--- src/rtl/alu_arbiter_if.sv ---
// ---------------------------------------------------------------------------
// alu_arbiter_if
//   Bundles the requester handshakes, the response slots and the shared ALU
//   connection of alu_arbiter into one interface.
//   master : the system side. It drives the requests, consumes the responses
//            and returns alu_out from the external combinational ALU.
//   slave  : the arbiter side (alu_arbiter).
//   Signals
//     reqN_valid/ready/a/b/sel : request handshake and operands for N = 0, 1
//     rspN_valid/ready/data    : registered result slot for N = 0, 1
//     alu_a/alu_b/alu_sel      : operands routed to the shared ALU
//     alu_out                  : result from the shared ALU, same cycle
// ---------------------------------------------------------------------------
interface alu_arbiter_if #(
  parameter int DATA_W = 32,
  parameter int SEL_W  = 4
);
  logic              req0_valid;
  logic              req0_ready;
  logic [DATA_W-1:0] req0_a;
  logic [DATA_W-1:0] req0_b;
  logic [SEL_W-1:0]  req0_sel;
  logic              req1_valid;
  logic              req1_ready;
  logic [DATA_W-1:0] req1_a;
  logic [DATA_W-1:0] req1_b;
  logic [SEL_W-1:0]  req1_sel;
  logic              rsp0_valid;
  logic              rsp0_ready;
  logic [DATA_W-1:0] rsp0_data;
  logic              rsp1_valid;
  logic              rsp1_ready;
  logic [DATA_W-1:0] rsp1_data;
  logic [DATA_W-1:0] alu_a;
  logic [DATA_W-1:0] alu_b;
  logic [SEL_W-1:0]  alu_sel;
  logic [DATA_W-1:0] alu_out;

  modport master (
    output req0_valid, req0_a, req0_b, req0_sel,
    output req1_valid, req1_a, req1_b, req1_sel,
    output rsp0_ready, rsp1_ready, alu_out,
    input  req0_ready, req1_ready,
    input  rsp0_valid, rsp0_data, rsp1_valid, rsp1_data,
    input  alu_a, alu_b, alu_sel
  );

  modport slave (
    input  req0_valid, req0_a, req0_b, req0_sel,
    input  req1_valid, req1_a, req1_b, req1_sel,
    input  rsp0_ready, rsp1_ready, alu_out,
    output req0_ready, req1_ready,
    output rsp0_valid, rsp0_data, rsp1_valid, rsp1_data,
    output alu_a, alu_b, alu_sel
  );
endinterface

--- src/rtl/alu_arbiter.sv ---
// ---------------------------------------------------------------------------
// alu_arbiter
//   Shares one combinational ALU between two requesters. It grants at most
//   one operation per cycle in round-robin order, routes the granted
//   operands to the ALU, and registers the ALU result into that requester's
//   response slot, which has its own valid/ready handshake.
//   Ports
//     clk          : clock, rising edge
//     rst_n        : synchronous reset, active low
//     bus (slave)  : requests, response slots and ALU connection
//     gnt_cnt0/1   : saturating grant counters      (ALU_ARB_STATS_EN only)
//     conflict_cnt : saturating contention counter  (ALU_ARB_STATS_EN only)
//   Configuration macro
//     ALU_ARB_STATS_EN : when defined, adds the statistics counters and their
//                        output ports.
// ---------------------------------------------------------------------------
module alu_arbiter #(
  parameter int DATA_W = 32,
  parameter int SEL_W  = 4,
  parameter int CNT_W  = 16
) (
  input  logic             clk,
  input  logic             rst_n,
  alu_arbiter_if.slave     bus
`ifdef ALU_ARB_STATS_EN
  ,
  output logic [CNT_W-1:0] gnt_cnt0,
  output logic [CNT_W-1:0] gnt_cnt1,
  output logic [CNT_W-1:0] conflict_cnt
`endif
);

  // Requester-indexed views of the interface, so both slots share one code path.
  logic [1:0]        w_req_valid;
  logic [1:0]        w_rsp_ready;
  logic [DATA_W-1:0] w_req_a   [2];
  logic [DATA_W-1:0] w_req_b   [2];
  logic [SEL_W-1:0]  w_req_sel [2];
  logic [1:0]        w_elig;
  logic [1:0]        w_gnt;

  logic [1:0]        r_rsp_valid;
  logic [DATA_W-1:0] r_rsp_data [2];
  logic              r_last_gnt;   // index of the requester granted most recently

  assign w_req_valid  = {bus.req1_valid, bus.req0_valid};
  assign w_rsp_ready  = {bus.rsp1_ready, bus.rsp0_ready};
  assign w_req_a[0]   = bus.req0_a;
  assign w_req_a[1]   = bus.req1_a;
  assign w_req_b[0]   = bus.req0_b;
  assign w_req_b[1]   = bus.req1_b;
  assign w_req_sel[0] = bus.req0_sel;
  assign w_req_sel[1] = bus.req1_sel;

  // A requester is eligible when its slot is empty or is being drained this
  // same cycle; this keeps per-requester throughput at one op per cycle.
  for (genvar gi = 0; gi < 2; gi++) begin : g_elig
    assign w_elig[gi] = w_req_valid[gi] && (!r_rsp_valid[gi] || w_rsp_ready[gi]);
  end

  // Round-robin: when both are eligible, the one not granted last time wins.
  // No grant at all while reset is asserted.
  always_comb begin
    w_gnt = 2'b00;
    if (rst_n) begin
      if (w_elig == 2'b11) begin
        w_gnt = r_last_gnt ? 2'b01 : 2'b10;
      end else begin
        w_gnt = w_elig;
      end
    end
  end

  assign bus.req0_ready = w_gnt[0];
  assign bus.req1_ready = w_gnt[1];

  // Operand mux to the ALU; idle cycles present zeros.
  always_comb begin
    bus.alu_a   = '0;
    bus.alu_b   = '0;
    bus.alu_sel = '0;
    if (w_gnt[0]) begin
      bus.alu_a   = w_req_a[0];
      bus.alu_b   = w_req_b[0];
      bus.alu_sel = w_req_sel[0];
    end else if (w_gnt[1]) begin
      bus.alu_a   = w_req_a[1];
      bus.alu_b   = w_req_b[1];
      bus.alu_sel = w_req_sel[1];
    end
  end

  always_ff @(posedge clk) begin
    if (!rst_n) begin
      r_last_gnt <= 1'b1;
    end else if (w_gnt[1]) begin
      r_last_gnt <= 1'b1;
    end else if (w_gnt[0]) begin
      r_last_gnt <= 1'b0;
    end
  end

  // Response slots. A grant takes priority over a drain, so a slot that is
  // drained and refilled in the same cycle stays valid with the new result.
  always_ff @(posedge clk) begin
    for (int i = 0; i < 2; i++) begin
      if (!rst_n) begin
        r_rsp_valid[i] <= 1'b0;
        r_rsp_data[i]  <= '0;
      end else if (w_gnt[i]) begin
        r_rsp_valid[i] <= 1'b1;
        r_rsp_data[i]  <= bus.alu_out;
      end else if (w_rsp_ready[i]) begin
        r_rsp_valid[i] <= 1'b0;
      end
    end
  end

  assign bus.rsp0_valid = r_rsp_valid[0];
  assign bus.rsp1_valid = r_rsp_valid[1];
  assign bus.rsp0_data  = r_rsp_data[0];
  assign bus.rsp1_data  = r_rsp_data[1];

`ifdef ALU_ARB_STATS_EN
  localparam logic [CNT_W-1:0] CNT_MAX = '1;

  // Index 0/1 are the per-requester grant counters, index 2 counts contention.
  logic [2:0]       w_cnt_inc;
  logic [CNT_W-1:0] r_cnt [3];

  assign w_cnt_inc = {(w_elig == 2'b11), w_gnt[1], w_gnt[0]};

  always_ff @(posedge clk) begin
    for (int i = 0; i < 3; i++) begin
      if (!rst_n) begin
        r_cnt[i] <= '0;
      end else if (w_cnt_inc[i] && (r_cnt[i] != CNT_MAX)) begin
        r_cnt[i] <= r_cnt[i] + 1'b1;
      end
    end
  end

  assign gnt_cnt0     = r_cnt[0];
  assign gnt_cnt1     = r_cnt[1];
  assign conflict_cnt = r_cnt[2];
`endif

endmodule

--- src/flat_wrapper.sv ---
// flat-port wrapper written by rule: the top's interface ports become plain ports
module alu_arbiter_flat 
#(
  parameter int DATA_W = 32,
  parameter int SEL_W  = 4,
  parameter int CNT_W  = 16
)
  (clk, rst_n, bus_req0_valid, bus_req0_a, bus_req0_b, bus_req0_sel, bus_req1_valid, bus_req1_a, bus_req1_b, bus_req1_sel, bus_rsp0_ready, bus_rsp1_ready, bus_alu_out, bus_req0_ready, bus_req1_ready, bus_rsp0_valid, bus_rsp0_data, bus_rsp1_valid, bus_rsp1_data, bus_alu_a, bus_alu_b, bus_alu_sel);
  alu_arbiter_if #(.DATA_W(DATA_W), .SEL_W(SEL_W)) bus_i ();
  input  logic clk;
  input  logic rst_n;
  input wire logic [$bits(bus_i.req0_valid)-1:0] bus_req0_valid;
  input wire logic [$bits(bus_i.req0_a)-1:0] bus_req0_a;
  input wire logic [$bits(bus_i.req0_b)-1:0] bus_req0_b;
  input wire logic [$bits(bus_i.req0_sel)-1:0] bus_req0_sel;
  input wire logic [$bits(bus_i.req1_valid)-1:0] bus_req1_valid;
  input wire logic [$bits(bus_i.req1_a)-1:0] bus_req1_a;
  input wire logic [$bits(bus_i.req1_b)-1:0] bus_req1_b;
  input wire logic [$bits(bus_i.req1_sel)-1:0] bus_req1_sel;
  input wire logic [$bits(bus_i.rsp0_ready)-1:0] bus_rsp0_ready;
  input wire logic [$bits(bus_i.rsp1_ready)-1:0] bus_rsp1_ready;
  input wire logic [$bits(bus_i.alu_out)-1:0] bus_alu_out;
  output wire logic [$bits(bus_i.req0_ready)-1:0] bus_req0_ready;
  output wire logic [$bits(bus_i.req1_ready)-1:0] bus_req1_ready;
  output wire logic [$bits(bus_i.rsp0_valid)-1:0] bus_rsp0_valid;
  output wire logic [$bits(bus_i.rsp0_data)-1:0] bus_rsp0_data;
  output wire logic [$bits(bus_i.rsp1_valid)-1:0] bus_rsp1_valid;
  output wire logic [$bits(bus_i.rsp1_data)-1:0] bus_rsp1_data;
  output wire logic [$bits(bus_i.alu_a)-1:0] bus_alu_a;
  output wire logic [$bits(bus_i.alu_b)-1:0] bus_alu_b;
  output wire logic [$bits(bus_i.alu_sel)-1:0] bus_alu_sel;
  assign bus_i.req0_valid = bus_req0_valid;
  assign bus_i.req0_a = bus_req0_a;
  assign bus_i.req0_b = bus_req0_b;
  assign bus_i.req0_sel = bus_req0_sel;
  assign bus_i.req1_valid = bus_req1_valid;
  assign bus_i.req1_a = bus_req1_a;
  assign bus_i.req1_b = bus_req1_b;
  assign bus_i.req1_sel = bus_req1_sel;
  assign bus_i.rsp0_ready = bus_rsp0_ready;
  assign bus_i.rsp1_ready = bus_rsp1_ready;
  assign bus_i.alu_out = bus_alu_out;
  assign bus_req0_ready = bus_i.req0_ready;
  assign bus_req1_ready = bus_i.req1_ready;
  assign bus_rsp0_valid = bus_i.rsp0_valid;
  assign bus_rsp0_data = bus_i.rsp0_data;
  assign bus_rsp1_valid = bus_i.rsp1_valid;
  assign bus_rsp1_data = bus_i.rsp1_data;
  assign bus_alu_a = bus_i.alu_a;
  assign bus_alu_b = bus_i.alu_b;
  assign bus_alu_sel = bus_i.alu_sel;
  alu_arbiter #(.DATA_W(DATA_W), .SEL_W(SEL_W), .CNT_W(CNT_W)) u_core (.clk(clk), .rst_n(rst_n), .bus(bus_i));
endmodule
--- config.mk ---
export PLATFORM = sky130hd
export DESIGN_NAME = alu_arbiter_flat
export DESIGN_NICKNAME = d
export VERILOG_FILES = /design/src/rtl/alu_arbiter_if.sv /design/src/rtl/alu_arbiter.sv /design/src/flat_wrapper.sv
export SDC_FILE = /design/constraint.sdc
export NUM_CORES = 1
export LEC_CHECK = 0
export ABC_AREA = 1
export CORE_AREA = 4 4 118 120
export CTS_CLUSTER_DIAMETER = 200
export CTS_CLUSTER_SIZE = 25
export DETAILED_ROUTE_END_ITERATION = 12
export DIE_AREA = 0 0 122 124
export MAX_ROUTING_LAYER = met4
export PLACE_DENSITY = 0.74
export SETUP_SLACK_MARGIN = 0.3
export SYNTH_ARGS = -nofsm -noshare
export SYNTH_HDL_FRONTEND = slang
export SYNTH_SLANG_ARGS = --single-unit
--- constraint.sdc ---
create_clock -name clk -period 4.2 [get_ports clk]
set_clock_uncertainty 0.15 [all_clocks]
set_input_delay 1.26 -clock clk [delete_from_list [all_inputs] [get_ports clk]]
set_output_delay 1.26 -clock clk [all_outputs]
set_load 0.05 [all_outputs]
; ---- After elaboration in Yosys (flattened, before gate mapping)
; Memories as Yosys holds them, arrays and structs flattened.
; Index checks and enable logic that the tools add are counted.
[totals]
regBits = 3
mem_bits_rw = 64
out_inout_bits = 136
elab_cells = 39
memories = 1
[mem_list]
columns = name, words, width, rd, rd_clocked_by_memory_dff, write_ports, line
row1 = u_core.r_rsp_data, 2, 32, 2, 0, 2, alu_arbiter.sv:43  ; logic [DATA_W-1:0] r_rsp_data [2];
[classes]
eq_ne = 1
n_mux = 22
bitwise_logic = 3
n_reduce_logical = 9
[ops]
columns = operator, n
row1 = 32-bit two-way mux, 6
row2 = 1-bit two-way mux, 11
row3 = 4-bit two-way mux, 2
row4 = 2-bit two-way mux, 3
row5 = 2-bit nonzero test, 2
row6 = 2-bit == test (second input constant), 1
row7 = 1-bit logical AND, 2
row8 = 1-bit logical NOT, 2
row9 = 1-bit logical OR, 2
row10 = 1-bit OR, 2
row11 = 2-bit OR reduction, 1
row12 = 1-bit NOT, 1

; ---- Longest topological paths before layout
[logic_depth]
depth_word = 10
ltp_mapped = 7
depth_no_buf = 5

; ---- Least setup slack after synthesis
; No wires, ideal clock.
[synth_path]
path_kind = input to output
start = input port bus_rsp1_ready
end = output port bus_alu_a[30]
arrival_ns = 2.338
slack_ns = 0.452
stages = 7
path_buffers = 2
path_cell_list = inv_1 > nand2_1 > nand3_2 > buf_4 > buf_2 > nand4_1 > nand2_1
[synth_between]
elab_chain_cells = 7
[synth_rtl]
columns = element, line
row1 = "start, declared", flat_wrapper.sv:21  ; input wire logic [$bits(bus_i.rsp1_ready)-1:0] bus_rsp1_ready;
row2 = 1-bit logical OR *, alu_arbiter.sv:58  ; assign w_elig[gi] = w_req_valid[gi] && (!r_rsp_valid[gi] || w_rsp_ready[gi]);
row3 = 1-bit logical AND *, alu_arbiter.sv:58
row4 = 2-bit == test, alu_arbiter.sv:66  ; if (w_elig == 2'b11) begin
row5 = 2-bit two-way mux *, alu_arbiter.sv:66
row6 = 2-bit two-way mux *, alu_arbiter.sv:65  ; if (rst_n) begin
row7 = 32-bit two-way mux, alu_arbiter.sv:86  ; end else if (w_gnt[1]) begin
row8 = 32-bit two-way mux *, alu_arbiter.sv:82  ; if (w_gnt[0]) begin
row9 = "end, declared", flat_wrapper.sv:29  ; output wire logic [$bits(bus_i.alu_a)-1:0] bus_alu_a;
; Every way passes the cells marked *; elsewhere a longest branch is shown, timed or not.

; ---- Worst setup path after layout
[layout_path]
start = input port bus_rsp1_ready
end = output port bus_alu_b[10]
[layout_between]
elab_chain_cells = 7
[layout_rtl]
columns = element, line
row1 = 1-bit logical OR *, alu_arbiter.sv:58
row2 = 1-bit logical AND *, alu_arbiter.sv:58
row3 = 2-bit == test, alu_arbiter.sv:66
row4 = 2-bit two-way mux *, alu_arbiter.sv:66
row5 = 2-bit two-way mux *, alu_arbiter.sv:65
row6 = 32-bit two-way mux, alu_arbiter.sv:86
row7 = 32-bit two-way mux *, alu_arbiter.sv:82
row8 = "end, declared", flat_wrapper.sv:30  ; output wire logic [$bits(bus_i.alu_b)-1:0] bus_alu_b;
; Marked as above.

==> insert_results.sql <==
INSERT INTO impl_metrics (metric_group, metric, value, unit) VALUES
('hold_path', 'min-delay-path-class', 'reg2reg', ''),
('final_layout', 'fin_nets', '919', ''),
('setup_path', 'setup.worst_path.start', 'bus_rsp1_ready', ''),
('synth', 'post_synth.cell_area_avg', '8.66', 'um2'),
('final_layout', 'drive_gt1_share', '17.5', '%'),
('timing', 'maxSlewHeadroom', '63.1', '%'),
('setup_path', 'crit_top_cell', 'sky130_fd_sc_hd__buf_12', ''),
('setup_path', 'worst-endpoint-arrival', '2.45', 'ns'),
('cts', 'h-tree-depth', '3', ''),
('setup_path', 'ff2ff_path_depth', '7', ''),
('synth', 'part_of_the_yosys_area_used_for_sequential_elements', '52.0', '%'),
('timing', 'setup_viol', '0', ''),
('drt', 'firstDrtPassIters', '5', ''),
('status', 'status', 'completed', ''),
('cts', 'worstSkewPairLatency', '0.33', 'ns'),
('synth', 'ys_ff_latch', '67', ''),
('synth', 'postSynthCellCount', '440', ''),
('setup_path', 'ff2ff_setup_slack', '2.10', 'ns'),
('final_layout', 'mostFrequentLayoutCells', '234 x sky130_fd_sc_hd__clkdlybuf4s50_1, 136 x sky130_fd_sc_hd__nand4_1, 73 x sky130_fd_sc_hd__nand2_1', ''),
('synth', 'ys_types', '17', ''),
('final_layout', 'layout.cells.most_common', 'sky130_fd_sc_hd__clkdlybuf4s50_1', ''),
('place', 'numPortBuffers', '309', ''),
('power', 'power_leakage', '3.47', 'nW'),
('timing', 'fin_crit', '3.86', 'ns'),
('synth', 'syn-cell-area', '3810', 'um2'),
('grt', 'globalRouteTotalUtil', '23.8', '%'),
('setup_path', 'crit-reg2reg-launch', 'u_core.r_rsp_valid[0]', ''),
('power', 'power_density_normalized_to_cell_area', '342', 'nW/um2'),
('drt', 'route.detailed.wl_per_inst', '20.5', 'um'),
('die', 'overall_die_width', '122', 'um'),
('setup_path', 'worst_r2r_endpoint', 'u_core.r_rsp_data[0][13]', ''),
('die', 'core_area', '13000', 'um2'),
('drt', 'first_iter_violations', '467', ''),
('setup_path', 'path_class', 'in2out', ''),
('drt', 'drtAntennaViolNets', '0', ''),
('die', 'io_pins', '310', ''),
('timing', 'setup_tns', '0', 'ns'),
('setup_path', 'critical_path.slowest_cell', 'sky130_fd_sc_hd__clkdlybuf4s15_1', ''),
('setup_path', 'cp-end-kind', 'output port', ''),
('setup_path', 'worstPathRequired', '2.79', 'ns'),
('cts', 'tritoncts', 'built', ''),
('setup_path', 'worst_path_largest_cell_delay', '0.19', 'ns'),
('drt', 'detail_route.wirelength', '19.1', 'mm'),
('setup_path', 'crit_chain', 'clkdlybuf4s15_1, inv_2, a21oi_4, buf_12, buf_8, buf_12, nand4_1, nand2_1, buf_6', ''),
('cts', 'numCtsBuffers', '9', ''),
('die', 'placement_rows', '42', ''),
('setup_path', 'endpoint', 'bus_alu_b[10]', ''),
('grt', 'grt_antenna_before_repair', '2', ''),
('setup_path', 'start_kind', 'input pin', ''),
('timing', 'achievable-frequency', '259', 'MHz'),
('grt', 'pin_count_of_the_biggest_net_entering_global_routing', '79', ''),
('die', 'design.die.area', '15100', 'um2'),
('synth', 'yosysWarnings', '0', ''),
('cts', 'path_clk_slew', '0.05', 'ns'),
('final_layout', 'area_growth_syn_to_layout', '107', '%'),
('die', 'die_height', '124', 'um'),
('timing', 'timing.final.crit_share', '91.8', '%'),
('timing', 'worstMarginPinSlew', '0.551', 'ns'),
('job', 'max_cap_viol_count', '0', ''),
('drt', 'drc', '0', ''),
('timing', 'report.final.slew_viol_count', '0', ''),
('final_layout', 'stdcell_area', '7890', 'um2'),
('drt', 'route.vias.total', '4838', ''),
('synth', 'ys_top_cells_by_area', 'sky130_fd_sc_hd__edfxtp_1 50%, sky130_fd_sc_hd__nand4_1 22%, sky130_fd_sc_hd__nand2_1 7.3%', ''),
('synth', 'synth_top_area_share', '50.5', '%'),
('power', 'peak_supply_drop', '0.169', 'mV'),
('timing', 'grt_setup_unrepaired', 'false', ''),
('cts', 'clk_root_buffer_cell', 'sky130_fd_sc_hd__clkbuf_16', ''),
('place', 'globalplace.congestion', '0.955', ''),
('grt', 'via_count_of_the_first_global_routing_pass', '4811', ''),
('place', 'placed_area', '6950', 'um2'),
('grt', 'wire_length_of_the_first_global_routing_pass', '26.5', 'mm'),
('synth', 'synthDominantAreaCellType', 'sky130_fd_sc_hd__edfxtp_1', ''),
('timing', 'finalHoldViolCount', '0', ''),
('cts', 'clock_path_buffers', '2', ''),
('die', 'initial_utilization', '29.3', '%'),
('cts', 'clock_sinks', '67', ''),
('synth', 'synth_fp_nets', '614', ''),
('setup_path', 'worstPathMaxFanout', '8', ''),
('drt', 'detail_route.vias_per_cell', '5.21', ''),
('place', 'detailed_place_hpwl', '13.3', 'mm'),
('grt', 'overflow', '0', ''),
('cts', 'cts.hold.buffers_added', '0', '');
-- flip-flops by register name (all words and copies together) (netlist names) --
name                cells
u_core.r_last_gnt       1
u_core.r_rsp_data      64
u_core.r_rsp_valid      2
-- cells in the mapped netlist, drive strengths merged --
cell type  count
edfxtp        64
buf           31
dfxtp          3
nor2          64
nand2         74
inv           40
o211ai         1
a21oi          4
nand3          4
nand4        136
clkbuf        19
-- worst min path at each step --
stage	start	endpoint	slack, ns	depth (start not counted)
after floorplan	u_core.r_last_gnt	u_core.r_last_gnt	0.36	2
after global placement	u_core.r_rsp_valid[0]	u_core.r_rsp_valid[0]	0.39	2
after detailed placement	u_core.r_rsp_valid[0]	u_core.r_rsp_valid[0]	0.41	2
after CTS	u_core.r_rsp_valid[0]	u_core.r_rsp_valid[0]	0.41	2
after global routing	u_core.r_rsp_valid[0]	u_core.r_rsp_valid[0]	0.50	2
final	u_core.r_rsp_valid[0]	u_core.r_rsp_valid[0]	0.46	2
-- worst max-delay path: cells and delay by family --
family          cells  cell delay (ns)
buf+inv             6             0.77
simple gates        2             0.26
compound gates      1             0.14
-- through the flow --
step	setup WS [ns]	utilization (%)	total power, W	std cells	hold WS (ns)
floorplan	0.452	-	0.00136	440	0.365
global placement	0.0994	53.5	0.00177	890	0.391
detailed placement	0.0707	53.5	0.00177	890	0.406
CTS	0.297	59.4	0.00269	921	0.411
global route	0.299	60.8	0.00279	928	0.495
finish	0.343	60.8	0.00270	928	0.456
-- layout make-up --
cell class              count  area (um2)
inverters                  40         150
multi-input cells         283        1470
diodes                      2        5.00
clock buffers              11         233
fillers                  1102        5090
repair buffers            344        3730
clock inverters             5         101
well taps                 176         220
flip-flops and latches     67        1980
-- layer usage --
layer  GRT usage (%)  vias to the layer above  wire length, um
li1                -                     2210                -
met1            25.6                     2282             6630
met2            41.2                      296             9890
met3            6.58                       50             1810
met4            10.9                        0              741
met5               -                        -                0
-- report_power, final --
part	leakage [nW]	switching, W	total, W	internal [W]
Clock	0.157	0.000259	0.000837	0.000578
Sequential	0.716	0.0000189	0.000814	0.000795
Combinational	2.59	0.000630	0.00105	0.000421
Total	3.47	0.000908	0.00270	0.00179
-- kinds of logic (layout without fill, tap and decap cells) --
kind of cell / count (synthesis) / count (layout) / synth area share [%]
buffers and inverters: 90 / 400 / 9.99
other: 0 / 2 / 0
flip-flops: 67 / 67 / 52.0
AO/OA/AOI/OAI: 5 / 5 / 1.12
AND/OR/NAND/NOR: 278 / 278 / 36.9
-- timing repair --
item,4_1_cts,5_1_grt
buffers inserted,9,0
resized for setup,59,17
setup endpoints to repair,70,66
pin swaps,11,6
gates cloned,6,5
Power figures use the tool's default switching activity.
